### src/rtl/camera_qsys_pll_seq_pkg.sv
// Shared definitions for the camera PLL reset sequencer: sequencer states,
// default timing constants and a small constant-sizing helper.
package camera_qsys_pll_seq_pkg;

  localparam int DEF_HOLD_CYCLES         = 16;
  localparam int DEF_LOCK_STABLE_CYCLES  = 1024;
  localparam int DEF_LOCK_TIMEOUT_CYCLES = 65536;
  localparam int DEF_STAGGER_CYCLES      = 8;
  localparam int DEF_NUM_DOMAINS         = 5;
  localparam int DEF_MAX_RETRIES         = 3;
  localparam int DEF_SYNC_STAGES         = 2;

  typedef enum logic [2:0] {
    ST_PLL_RST   = 3'd0,
    ST_WAIT_LOCK = 3'd1,
    ST_STABLE    = 3'd2,
    ST_RELEASE   = 3'd3,
    ST_RUN       = 3'd4,
    ST_FAIL      = 3'd5
  } seq_state_e;

  // Larger of two integers, used to size shared counters at elaboration.
  function automatic int max_of(input int a, input int b);
    return (a > b) ? a : b;
  endfunction

endpackage

### src/rtl/camera_qsys_bit_sync.sv
// Multi-flop synchroniser bringing a single asynchronous level into the
// local clock domain. Output lags the input by STAGES clock cycles.
module camera_qsys_bit_sync
  import camera_qsys_pll_seq_pkg::*;
#(
  parameter int STAGES = DEF_SYNC_STAGES
) (
  input  logic clk,
  input  logic rst,
  input  logic d,
  output logic q
);

  logic [STAGES-1:0] sync_p;

  // Shift the asynchronous input through the flop chain, oldest at the MSB.
  always_ff @(posedge clk) begin
    if (rst) begin
      sync_p <= '0;
    end else begin
      sync_p <= STAGES'({sync_p, d});
    end
  end

  assign q = sync_p[STAGES-1];

endmodule

### src/rtl/camera_qsys_pll_reset_seq.sv
// PLL reset sequencer: pulses the PLL reset, waits for a stable lock (with a
// retry/timeout budget), then releases the per-domain resets one at a time.
// Loss of lock after release restarts the sequence; exhausting the retry
// budget parks the block in a sticky FAIL state until rst or a soft reset.
module camera_qsys_pll_reset_seq
  import camera_qsys_pll_seq_pkg::*;
#(
  parameter int HOLD_CYCLES         = DEF_HOLD_CYCLES,
  parameter int LOCK_STABLE_CYCLES  = DEF_LOCK_STABLE_CYCLES,
  parameter int LOCK_TIMEOUT_CYCLES = DEF_LOCK_TIMEOUT_CYCLES,
  parameter int STAGGER_CYCLES      = DEF_STAGGER_CYCLES,
  parameter int NUM_DOMAINS         = DEF_NUM_DOMAINS,
  parameter int MAX_RETRIES         = DEF_MAX_RETRIES
) (
  input  logic                   refclk,
  input  logic                   rst,
  input  logic                   pll_locked,
  input  logic                   soft_reset_req,
  output logic                   pll_rst,
  output logic [NUM_DOMAINS-1:0] domain_rst,
  output logic                   ready,
  output logic                   fail,
  output logic [1:0]             retry_count,
  output logic [7:0]             lock_loss_count
);

  // The phase counter times the hold pulse, the stable-lock window and the
  // staggered release. The timeout keeps running through STABLE while the
  // stable window is being counted, so it needs its own counter.
  localparam int PHASE_MAX = max_of(max_of(HOLD_CYCLES, LOCK_TIMEOUT_CYCLES),
                                    max_of(LOCK_STABLE_CYCLES,
                                           STAGGER_CYCLES * NUM_DOMAINS));
  localparam int PHASE_W   = $clog2(PHASE_MAX + 1);
  localparam int TMO_W     = $clog2(LOCK_TIMEOUT_CYCLES + 1);

  localparam logic [PHASE_W-1:0] HOLD_LAST   = PHASE_W'(HOLD_CYCLES - 1);
  localparam logic [PHASE_W-1:0] STABLE_LAST = PHASE_W'(LOCK_STABLE_CYCLES - 1);
  localparam logic [PHASE_W-1:0] RELEASE_END = PHASE_W'(STAGGER_CYCLES * NUM_DOMAINS);
  localparam logic [TMO_W-1:0]   TMO_LAST    = TMO_W'(LOCK_TIMEOUT_CYCLES - 1);

  // Saturating increment for the lock-loss statistic.
  function automatic logic [7:0] sat_inc8(input logic [7:0] v);
    return (v == 8'hFF) ? v : v + 8'd1;
  endfunction

  seq_state_e             state_q, state_d;
  logic [PHASE_W-1:0]     phase_q, phase_d;
  logic [TMO_W-1:0]       tmo_q, tmo_d;
  logic [1:0]             retry_d, retry_inc;
  logic [7:0]             llc_d;
  logic                   pll_rst_d, ready_d, fail_d;
  logic [NUM_DOMAINS-1:0] domain_rst_d;
  logic                   locked_s;

  camera_qsys_bit_sync #(
    .STAGES (DEF_SYNC_STAGES)
  ) u_lock_sync (
    .clk (refclk),
    .rst (rst),
    .d   (pll_locked),
    .q   (locked_s)
  );

  // Next-state, counter and registered-output decode.
  always_comb begin
    state_d      = state_q;
    phase_d      = phase_q;
    tmo_d        = tmo_q;
    retry_d      = retry_count;
    retry_inc    = retry_count + 2'd1;
    llc_d        = lock_loss_count;
    pll_rst_d    = 1'b1;
    ready_d      = 1'b0;
    fail_d       = 1'b0;
    domain_rst_d = '1;

    if (soft_reset_req) begin
      // A restart request wins over everything, including a coincident
      // lock loss, which is then not counted.
      state_d = ST_PLL_RST;
      phase_d = '0;
      retry_d = '0;
    end else begin
      case (state_q)
        ST_PLL_RST: begin
          if (phase_q == HOLD_LAST) begin
            state_d = ST_WAIT_LOCK;
            phase_d = '0;
            tmo_d   = '0;
          end else begin
            phase_d = phase_q + 1'b1;
          end
        end

        ST_WAIT_LOCK, ST_STABLE: begin
          if (tmo_q == TMO_LAST) begin
            retry_d = retry_inc;
            state_d = (int'(retry_inc) == MAX_RETRIES) ? ST_FAIL : ST_PLL_RST;
            phase_d = '0;
          end else begin
            tmo_d = tmo_q + 1'b1;
            if (state_q == ST_WAIT_LOCK) begin
              if (locked_s) begin
                state_d = ST_STABLE;
                phase_d = '0;
              end
            end else if (!locked_s) begin
              // Glitch: go back and wait, timeout keeps counting.
              state_d = ST_WAIT_LOCK;
            end else if (phase_q == STABLE_LAST) begin
              state_d = ST_RELEASE;
              phase_d = '0;
            end else begin
              phase_d = phase_q + 1'b1;
            end
          end
        end

        ST_RELEASE: begin
          if (!locked_s) begin
            state_d = ST_PLL_RST;
            phase_d = '0;
            llc_d   = sat_inc8(lock_loss_count);
          end else if (phase_q == RELEASE_END) begin
            state_d = ST_RUN;
            retry_d = '0;
          end else begin
            phase_d = phase_q + 1'b1;
          end
        end

        ST_RUN: begin
          if (!locked_s) begin
            state_d = ST_PLL_RST;
            phase_d = '0;
            llc_d   = sat_inc8(lock_loss_count);
          end
        end

        ST_FAIL: begin
          state_d = ST_FAIL;
        end

        default: begin
          state_d = ST_PLL_RST;
          phase_d = '0;
        end
      endcase
    end

    // Outputs are decoded from the next state so that they register in
    // step with the state itself.
    pll_rst_d = (state_d == ST_PLL_RST) || (state_d == ST_FAIL);
    ready_d   = (state_d == ST_RUN);
    fail_d    = (state_d == ST_FAIL);
    if (state_d == ST_RUN) begin
      domain_rst_d = '0;
    end else if (state_d == ST_RELEASE) begin
      // Bit i drops once STAGGER*(i+1) cycles have elapsed in RELEASE.
      for (int i = 0; i < NUM_DOMAINS; i++) begin
        domain_rst_d[i] = (phase_d < PHASE_W'(STAGGER_CYCLES * (i + 1)));
      end
    end
  end

  // State, counters and all outputs registered on refclk.
  always_ff @(posedge refclk) begin
    if (rst) begin
      state_q         <= ST_PLL_RST;
      phase_q         <= '0;
      tmo_q           <= '0;
      pll_rst         <= 1'b1;
      domain_rst      <= '1;
      ready           <= 1'b0;
      fail            <= 1'b0;
      retry_count     <= '0;
      lock_loss_count <= '0;
    end else begin
      state_q         <= state_d;
      phase_q         <= phase_d;
      tmo_q           <= tmo_d;
      pll_rst         <= pll_rst_d;
      domain_rst      <= domain_rst_d;
      ready           <= ready_d;
      fail            <= fail_d;
      retry_count     <= retry_d;
      lock_loss_count <= llc_d;
    end
  end

endmodule

### config.mk
export PLATFORM = sky130hd
export DESIGN_NAME = camera_qsys_pll_reset_seq
export DESIGN_NICKNAME = d
export VERILOG_FILES = /design/src/rtl/camera_qsys_pll_seq_pkg.sv /design/src/rtl/camera_qsys_bit_sync.sv /design/src/rtl/camera_qsys_pll_reset_seq.sv
export SDC_FILE = /design/constraint.sdc
export NUM_CORES = 1
export LEC_CHECK = 0
export CAP_MARGIN = 10
export CORE_UTILIZATION = 53
export CTS_CLUSTER_SIZE = 28
export DETAILED_ROUTE_END_ITERATION = 8
export PLACE_DENSITY = 0.76
export SYNTH_ARGS = -nofsm -noshare
export SYNTH_HDL_FRONTEND = slang
export SYNTH_SLANG_ARGS = --single-unit
### constraint.sdc
create_clock -name refclk -period 2.97 [get_ports refclk]
set_clock_uncertainty 0.15 [all_clocks]
set_input_delay 0.7425 -clock refclk [delete_from_list [all_inputs] [get_ports refclk]]
set_output_delay 0.7425 -clock refclk [all_outputs]
set_load 0.05 [all_outputs]
-- After elaboration in Yosys (flattened, before gate mapping)
Index checks and enable logic that the tools add are counted.
- add/sub/neg operators: 4
- magnitude comparators: 5
- eq/ne operators: 19
- mux-type cells: 32
- bitwise logic cells: 3
- reductions and logical operators: 11
- operators with widths (cell ; number):
    $mux 17 ; 12
    $pmux 17 s5 ; 1
    $add 17x1->17 const B ; 2
    $lt 17x5->1 const B ; 2
    $lt 17x6->1 const B ; 2
    $pmux 17 s2 ; 1
    $mux 3 ; 11
    $eq 17x10->1 const B ; 1
    $eq 17x16->1 const B ; 1
    $eq 17x4->1 const B ; 1
    $eq 17x6->1 const B ; 1
    $lt 17x4->1 const B ; 1
    $pmux 3 s5 ; 1
    $eq 3x3->1 const B ; 4
    $reduce_and 4->1 ; 3
    $mux 5 ; 2
    $eq 3x2->1 const B ; 3
    $add 8x1->8 const B ; 1
    $eq 8x8->1 const B ; 1
    $ne 2x2->1 const B ; 4
    $logic_not 3->1 ; 2
    $mux 2 ; 3
    $reduce_or 2->1 ; 3
    $pmux 2 s2 ; 1
    other kinds (7) ; 10
- register bits: 57
- bits of input ports: 4
- output and inout bits: 18
- word-level logic and storage cells: 84

-- Depth between registers and ports, before layout
Gate-level depths: netlist of the first run.
- word-level depth: 10
- gate-level depth with buffers: 14
- gate-level depth less buffers: 12

-- Hierarchy
From an unflattened synthesis of the first run, not the netlist that was laid out.
- cells, all modules: 373
- area total of the unflattened synthesis: 2995.4 µm²
- modules (own cells, without submodules) (module ; instances ; cells each ; area each (µm²) ; seq. area each (µm²)):
    camera_qsys_pll_reset_seq ; 1 ; 369 ; 2942.8 ; 1101.1
    camera_qsys_bit_sync ; 1 ; 4 ; 52.6 ; 40.0

-- Least setup slack after synthesis of the first run
Ideal clock, no wire load.
- path type: reg-to-reg
- from: reg tmo_q[3]
- to: reg domain_rst[0]
- library setup time: 0.087 ns
- arrival: 3.033 ns
- required time: 2.733 ns
- setup slack: -0.300 ns
- stages on the path, launching flop included: 14
- path buffers: 2
- period minus slack after synthesis: 3.270 ns
- cell sequence: dfxtp_1 > nand4_1 > nor4_1 > ha_1 > clkbuf_1 > o21bai_1 > a32oi_1 > o31ai_2 > buf_2 > o31ai_1 > o311ai_1 > o41ai_2 > nand3_2 > o31ai_1
- longest elaborated chain between the ends: 7
- elaborated cells between the ends (all ways): 12
- classes of those cells: 1 x order compare; 3 x eq/ne; 8 x mux
- RTL lines (element ; line ; text):
    start: declaration ; camera_qsys_pll_reset_seq.sv:48 ; logic [TMO_W-1:0] tmo_q, tmo_d;
    start signal: assignment ; camera_qsys_pll_reset_seq.sv:181 ; tmo_q <= tmo_d;
    $eq 17x16->1 * ; camera_qsys_pll_reset_seq.sv:96 ; if (tmo_q == TMO_LAST) begin
    $mux 17 or $mux 3 (tied branches) ; camera_qsys_pll_reset_seq.sv:96 ;
    $pmux 17 s5 or $pmux 3 s5 (tied branches) ; camera_qsys_pll_reset_seq.sv:84 ; case (state_q)
    $mux 17 or $mux 3 (tied branches) ; camera_qsys_pll_reset_seq.sv:77 ; if (soft_reset_req) begin
    $lt 17x4->1 or $eq 3x2->1 (tied branches) ; camera_qsys_pll_reset_seq.sv:161, camera_qsys_pll_reset_seq.sv:158 ;
    $mux 5 ; camera_qsys_pll_reset_seq.sv:158 ; end else if (state_d == ST_RELEASE) begin
    $mux 5 * ; camera_qsys_pll_reset_seq.sv:156 ; if (state_d == ST_RUN) begin
    end signal: assignment ; camera_qsys_pll_reset_seq.sv:183 ; domain_rst <= domain_rst_d;
    end: declaration ; camera_qsys_pll_reset_seq.sv:20 ; output logic [NUM_DOMAINS-1:0] domain_rst,
Mark *: on every way between the ends. The rest lies on a longest branch, timed or not.
A chain may end at the register's enable or synchronous reset.

-- Worst setup path after layout of the first run
- from: reg phase_q[3]
- to: reg domain_rst[2]
- longest elaborated chain between the ends: 10
- elaborated cells between the ends (all ways): 29
- classes of those cells: 1 x add/sub; 1 x order compare; 5 x eq/ne; 22 x mux
- RTL lines (element ; line ; text):
    start: declaration ; camera_qsys_pll_reset_seq.sv:47 ; logic [PHASE_W-1:0] phase_q, phase_d;
    start signal: assignment ; camera_qsys_pll_reset_seq.sv:180 ; phase_q <= phase_d;
    $add 17x1->17 or $eq 17x10->1 (tied branches) ; - ;
    $mux 17 or $mux 3 (tied branches) ; camera_qsys_pll_reset_seq.sv:110 ; end else if (phase_q == STABLE_LAST) begin
    $mux 17 or $mux 3 (tied branches) ; camera_qsys_pll_reset_seq.sv:107 ; end else if (!locked_s) begin
    $mux 17 or $mux 3 (tied branches) ; camera_qsys_pll_reset_seq.sv:102 ; if (state_q == ST_WAIT_LOCK) begin
    $mux 17 or $mux 3 (tied branches) ; camera_qsys_pll_reset_seq.sv:96 ;
    $pmux 17 s5 or $pmux 3 s5 (tied branches) ; camera_qsys_pll_reset_seq.sv:84 ;
    $mux 17 or $mux 3 (tied branches) ; camera_qsys_pll_reset_seq.sv:77 ;
    $lt 17x5->1 or $eq 3x2->1 (tied branches) ; camera_qsys_pll_reset_seq.sv:161, camera_qsys_pll_reset_seq.sv:158 ;
    $mux 5 ; camera_qsys_pll_reset_seq.sv:158 ;
    $mux 5 * ; camera_qsys_pll_reset_seq.sv:156 ;
Marked as above.

==> results of run 1 <==
## cells by family (layout without fill, tap and decap cells)
family	Yosys count	after routing	synth area share (%)
and+or+nand+nor	183	183	31.1
AOI/OAI and AO/OA	88	88	19.0
muxes	2	2	0.652
xor gates and xnor gates	19	19	5.42
buffers and inverters	29	127	4.20
adders and majority gates	6	6	2.44
DFF	57	57	37.2
## layer usage
| metal | GRT usage [%] | routed length (um) |
|---|---|---|
| met1 | 36.5 | 3730 |
| met2 | 45.7 | 4480 |
| met4 | 12.6 | 365 |
| met5 | 0 | 0 |
| met3 | 8.60 | 796 |
## worst max-delay path, stage by stage, from the launching register on
cell and delay [ns]:
dfxtp_1 0.55, nand2_1 0.19, buf_4 0.19, or3_1 0.47, nor3_1 0.38, and3_1 0.22
nor3_1 0.08, o41ai_4 0.36, nand3_2 0.19, o31ai_2 0.23
## placed cells by master, fill, tap and decap left out, drive strengths merged, types with 6 or more instances in the layout
| cell | count |
|---|---|
| buf | 78 |
| dfxtp | 57 |
| nor2 | 48 |
| nand2 | 34 |
| a21oi | 27 |
| clkdlybuf4s50 | 21 |
| o21ai | 20 |
| nand4 | 15 |
| or3 | 15 |
| nand3 | 14 |
| nor3 | 14 |
| xor2 | 13 |
| inv | 12 |
| clkbuf | 11 |
| nor4 | 11 |
| o31ai | 11 |
| nor2b | 9 |
| nand2b | 6 |
| xnor2 | 6 |
| a211oi | 6 |
| ha | 6 |
## registers in the layout, summed over array words and instances (netlist names)
name / cells
domain_rst: 5
pll_rst: 1
retry_count: 2
ready: 1
phase_q: 17
u_lock_sync.sync_p: 2
tmo_q: 17
fail: 1
lock_loss_count: 8
state_q: 3
## worst paths after layout
kind                           endpoint  slack, ns  cells past startpoint                  start
hold reg to reg   u_lock_sync.sync_p[1]       0.32                      1  u_lock_sync.sync_p[0]
hold / removal    u_lock_sync.sync_p[1]       0.32                      1  u_lock_sync.sync_p[0]
setup reg to reg          domain_rst[2]      -0.16                      9             phase_q[3]
setup / recovery          domain_rst[2]      -0.16                      9             phase_q[3]
## cell type report
class,count,area share (%)
inverters,12,1.03
flip-flops and latches,57,26.2
clock buffers,11,3.23
clock inverters,5,1.80
repair buffers,99,18.5
well taps,72,2.06
multi-input cells,298,47.2
## power groups by stage
stage | clock network (mW) | registers, mW | logic, mW
global placement | 0 | 0.787 | 0.0388
CTS | 0.804 | 0.770 | 0.0391
finish | 0.802 | 0.771 | 0.0422
global route | 0.843 | 0.770 | 0.0458
detailed placement | 0 | 0.787 | 0.0386
floorplan | 0 | 0.785 | 0.0229
## through the flow
| stage | setup TNS (ns) | utilization, % | std cells |
|---|---|---|---|
| after floorplan | -0.00226 | - | 384 |
| after global placement | -0.499 | 68.3 | 525 |
| after detailed placement | -1.37 | 68.3 | 525 |
| after CTS | -0.534 | 74.3 | 545 |
| after global routing | -1.56 | 79.0 | 554 |
| final | -0.663 | 79.0 | 554 |
## timing repair
action                                  CTS  global route
gates resized for setup                  17            37
setup buffers                             4            10
pin swaps                                14            12
hold endpoints to repair                  0             0
endpoints found under the setup margin   10            15
==> results by group, run 1 <==
Status
  • Outcome: complete, but fails checks
  • Violated checks: setup timing

Critical path
  • Launching element type of the critical path: register
  • Data required time at the worst endpoint: 3.07 ns
  • Critical path class: register to register
  • Largest fanout on the critical path: 6
  • Worst Setup End Kind: register
  • Worst path arrival time: 3.22 ns

Place
  • RePlAce Congestion: between 0.9 and 1
  • Dpl hpwl: between 5000 and 6000 um
  • Cell area after placement: 3780 um^2
  • Total of buffers placed on input and output ports: 21
  • Post-placement setup slack: -0.293 ns

Finish
  • Layout overhead on the synthesized area: 42.5%
  • FF+latch area: 1150 um^2
  • Fraction of final layout cells with drive strength greater than 1: 29.7%
  • Fillers: 347
  • Finished Cell Area: roughly 4400 um^2
  • Multi-input gate area: ~2100 um^2
  • Final Net Count: 487
  • Ant diodes: 0

STA
  • Smallest setup slack after layout: -0.156 ns
  • RSZ-0062 raised after global routing: yes
  • Period Utilization, post-route: 105%
  • Number of pins exceeding their max-slew limit in the final report: 0
  • Minimum hold slack: around 0.32 ns
  • Number of hold-slack violations in the final timing report: 0
  • Max-slew headroom at the worst pin: 62.4%
  • Fmax: 320 MHz
  • Final-report setup violation count: 5
  • Time the worst path needs with I/O delays and setup: about 3.1 ns
  • Worst-Margin Slew: 0.560 ns

Clocking
  • Sink Count: 57
  • Root cell of the clock tree: clkbuf_8
  • Clock input transition at the sequential cells of the worst setup and hold paths: 0.06 ns
  • CTS buffer count: 9
  • Maximum number of buffers from clock root to sink: 2
  • CTS tree: built
  • Post-CTS Hold Buffers: 0
  • Clk_lat worst skew: around 0.34 ns
  • H-tree depth: 3

Floorplanning
  • Die height: ~78 um
  • Chip Width: 78.1 um
  • Number of I/O pins: 22
  • Area of the core: between 5000 and 6000 um^2
  • Initial standard-cell utilization of the core: between 50% and 60%
  • Die area: 6100 um^2
  • Std-Cell Rows: 27

Power
  • Worst vdd rail ir drop: about 0.25 mV
  • Sequential share of power: 47.7%
  • Combinational share of power: 2.6%
  • Switching pwr: 0.338 mW
  • Clock network power share: between 40% and 50%
  • Int Power: between 1 and 1.5 mW
  • Total power: 1.61 mW
  • P_leak: 1.66 nW
  • Power per cell area: 369 nW/um^2
  • Switching part of the total power: 20.9%

Drt
  • Detail Route Antenna Nets: 0
  • Total via count in the routed design: 3380
  • Routed length per instance: roughly 17 um
  • Drt total wl: 9370 um
  • Number of optimization iterations in the first detailed-route pass: 5
  • Number of DRC violations after detailed routing: 0
  • First-iteration detailed-routing DRC count: 318
  • Average vias per placed instance: slightly above 6

Synth
  • Largest area contributor in the netlist: dfxtp_1
  • FF+latch count, synth: 57
  • Sequential fraction of the synthesis area: 37.2%
  • Number of warning messages in the yosys log: 0
  • Number of distinct library cells after synthesis: 55
  • Gate count of the mapped netlist: 384
  • Cell types occupying the most area after synthesis: dfxtp_1 37%, nor2_1 5.7%, a21oi_1 4.2%, nand2_1 4.2%, xor2_1 3.7%
  • Mapped Nets: 394
  • Top cells by instance count after synthesis: 57 x dfxtp_1, 47 x nor2_1, 34 x nand2_1
  • Number of enable flip-flop cells after synthesis: 0
  • Most instantiated library cell after synthesis: dfxtp_1
  • Top cell type's share of synthesized area: 37.2%
  • Post-Synthesis Cell Area: 3070 um^2
  • Mean post-synth cell area: ~8.0 um^2
  • Share of flip-flops with an asynchronous set or reset: 0%
  • Top_reg_cell synth: dfxtp_1

Hold path
  • Type of the tightest min-delay check: register to register

Global routing
  • Largest net degree at the start of global routing: 19
  • Global route overflow: 0
  • First-pass GRT wire length: 13600 um
  • Via count of the first global-routing pass: approximately 3000
  • Global-route usage over all layers: just under 30%
  • Antenna violations before repair: 1

Run
  • Max-cap violation count: 0
(Power assumes the default switching activity.)
==> run 2, diff against run 1 <==
- GPL_ROUTABILITY_DRIVEN: unset -> 0
==> run 2 against run 1 <==
The run still ends with setup timing left. Sequential share of layout area increased by 0.44 points. Via count increased by 1.2%. Routed wire length decreased by 0.43%. Cell count decreased by 0.54%. Non-clock buffer count decreased by 2. Largest power group is now registers. Count of clock-buffer cells in the layout increased by 1. Worst hold slack got worse by 0.0054 ns. Die area unchanged. Setup slack got worse by 0.11 ns. First-iteration DRC count increased by 19%.
==> results by group, run 2 (synthesized netlist as in run 1, its figures left out) <==
Global routing
  • Largest net degree at the start of global routing: 19
  • Antenna violations before repair: 1
  • Global-route usage over all layers: slightly below 30%
  • First-pass GRT wire length: 14100 um
  • Via count of the first global-routing pass: 3048
  • Global route overflow: 0

Status
  • Outcome: complete, but fails checks
  • Violated checks: setup timing

Drt
  • Number of DRC violations after detailed routing: 0
  • Average vias per placed instance: 6.21
  • Drt total wl: 9330 um
  • Number of optimization iterations in the first detailed-route pass: 5
  • Total via count in the routed design: 3422
  • Routed length per instance: approximately 17 um
  • First-iteration detailed-routing DRC count: between 300 and 400
  • Detail Route Antenna Nets: 0

Finish
  • Ant diodes: 0
  • Fraction of final layout cells with drive strength greater than 1: 30.5%
  • Finished Cell Area: 4330 um^2
  • Final Net Count: 485
  • Multi-input gate area: 2060 um^2
  • Layout overhead on the synthesized area: 41.1%
  • Most frequent cells in the layout: 75 x buf_4, 47 x dfxtp_1, 46 x nor2_1, 33 x nand2_1, 22 x a21oi_1
  • Leading registers by flop count: phase_q (17), tmo_q (17), lock_loss_count (8)
  • Leading cell type in the layout, fill and taps excluded: buf_4
  • Fillers: 368
  • FF+latch area: 1150 um^2

Clocking
  • Maximum number of buffers from clock root to sink: 2
  • CTS tree: built
  • Post-CTS Hold Buffers: 0
  • CTS buffer count: 9
  • Root cell of the clock tree: clkbuf_8
  • Sink Count: 57
  • Clock input transition at the sequential cells of the worst setup and hold paths: 0.07 ns
  • H-tree depth: 3
  • Clk_lat worst skew: about 0.34 ns

Critical path
  • Reg2Reg Depth: 10
  • Data required time at the worst endpoint: 3.03 ns
  • Worst path arrival time: roughly 3.3 ns
  • Worst Setup End Kind: register
  • Largest fanout on the critical path: 6
  • Critical path class: register to register
  • Worst R2R Setup Slack: -0.26 ns
  • Launching element type of the critical path: register

Place
  • Cell area after placement: between 3000 and 4000 um^2
  • Post-placement setup slack: -0.316 ns
  • Total of buffers placed on input and output ports: 21
  • Dpl hpwl: 5870 um

STA
  • Worst-Margin Slew: 0.516 ns
  • Final-report setup violation count: 6
  • Smallest setup slack after layout: -0.262 ns
  • Time the worst path needs with I/O delays and setup: 3.23 ns
  • Number of hold-slack violations in the final timing report: 0
  • Max-slew headroom at the worst pin: between 60% and 70%
  • Summed negative setup slack over all endpoints: -1.21 ns
  • Fmax: 309 MHz
  • RSZ-0062 raised after global routing: yes
  • Number of pins exceeding their max-slew limit in the final report: 0
  • Period Utilization, post-route: 109%

Floorplanning
  • Chip Width: 78.1 um
  • Number of I/O pins: 22
  • Initial standard-cell utilization of the core: 55.4%
  • Std-Cell Rows: 27
  • Area of the core: 5540 um^2
  • Die height: 78.1 um
  • Die area: 6100 um^2

Power
  • Worst vdd rail ir drop: 0.327 mV
  • P_leak: 1.65 nW
  • Power per cell area: ~360 nW/um^2

Hold path
  • Cell count of the worst hold path: 1
  • Type of the tightest min-delay check: register to register

Run
  • Max-cap violation count: 0
[run 2: changes by cell type in the layout (fill, tap and decap cells not counted), moves of 2 or more]
cell and change:
buf_6 -3, dfxtp_1 -6, a21oi_2 +2, and2_1 +2
dfxtp_2 +6
[run 2: worst paths after layout]
check | start | to
worst max-delay path | phase_q[8] | domain_rst[3]
worst min-delay path | u_lock_sync.sync_p[0] | u_lock_sync.sync_p[1]
worst max register to register | phase_q[8] | domain_rst[3]
worst min register to register | u_lock_sync.sync_p[0] | u_lock_sync.sync_p[1]
[run 2: final cells by class]
type	count	share of cell area, %
multi-input cells	298	47.6
flip-flops and latches	57	26.6
repair buffers	97	18.1
clock buffers	12	3.58
well taps	72	2.08
inverters	12	1.04
clock inverters	3	0.924
[run 2: timing repair]
| item | CTS | global route |
|---|---|---|
| pin swaps | 19 | 16 |
| gates resized for setup | 25 | 30 |
| setup buffers | 6 | 9 |
| setup endpoints to repair | 17 | 24 |
[run 2: worst max-delay path: stages, from the launching register on]
cell and delay, ns:
dfxtp_2 0.32, or4_4 0.57, or4_4 0.53, o31ai_4 0.37
buf_4 0.20, nor3_2 0.05, or4_4 0.45, o2bb2ai_4 0.17
nand3_4 0.14, buf_6 0.11, o21ai_1 0.04
[run 2: layer usage]
layer | global-route usage (%) | wire [um] | part of all wire [%]
met1 | 37.9 | 3730 | 40
met4 | 12.8 | 405 | 4.3
met2 | 46.4 | 4290 | 46
met3 | 7.91 | 898 | 9.6
met5 | 0 | 8 | 0.086
[run 2: per-stage QoR]
step                hold WS, ns  power, mW  utilization [%]  std cells
floorplan                 0.264      0.808                -        384
global route              0.321       1.59             78.2        551
CTS                       0.312       1.55             74.0        542
global placement          0.303      0.826             67.8        521
finish                    0.313       1.55             78.2        551
detailed placement        0.298      0.826             67.8        521
[run 2: power breakdown]
| part | switching (mW) | internal (mW) |
|---|---|---|
| Combinational | 0.0265 | 0.0157 |
| Clock | 0.308 | 0.426 |
| Sequential | 0.00303 | 0.767 |
| Total | 0.337 | 1.21 |
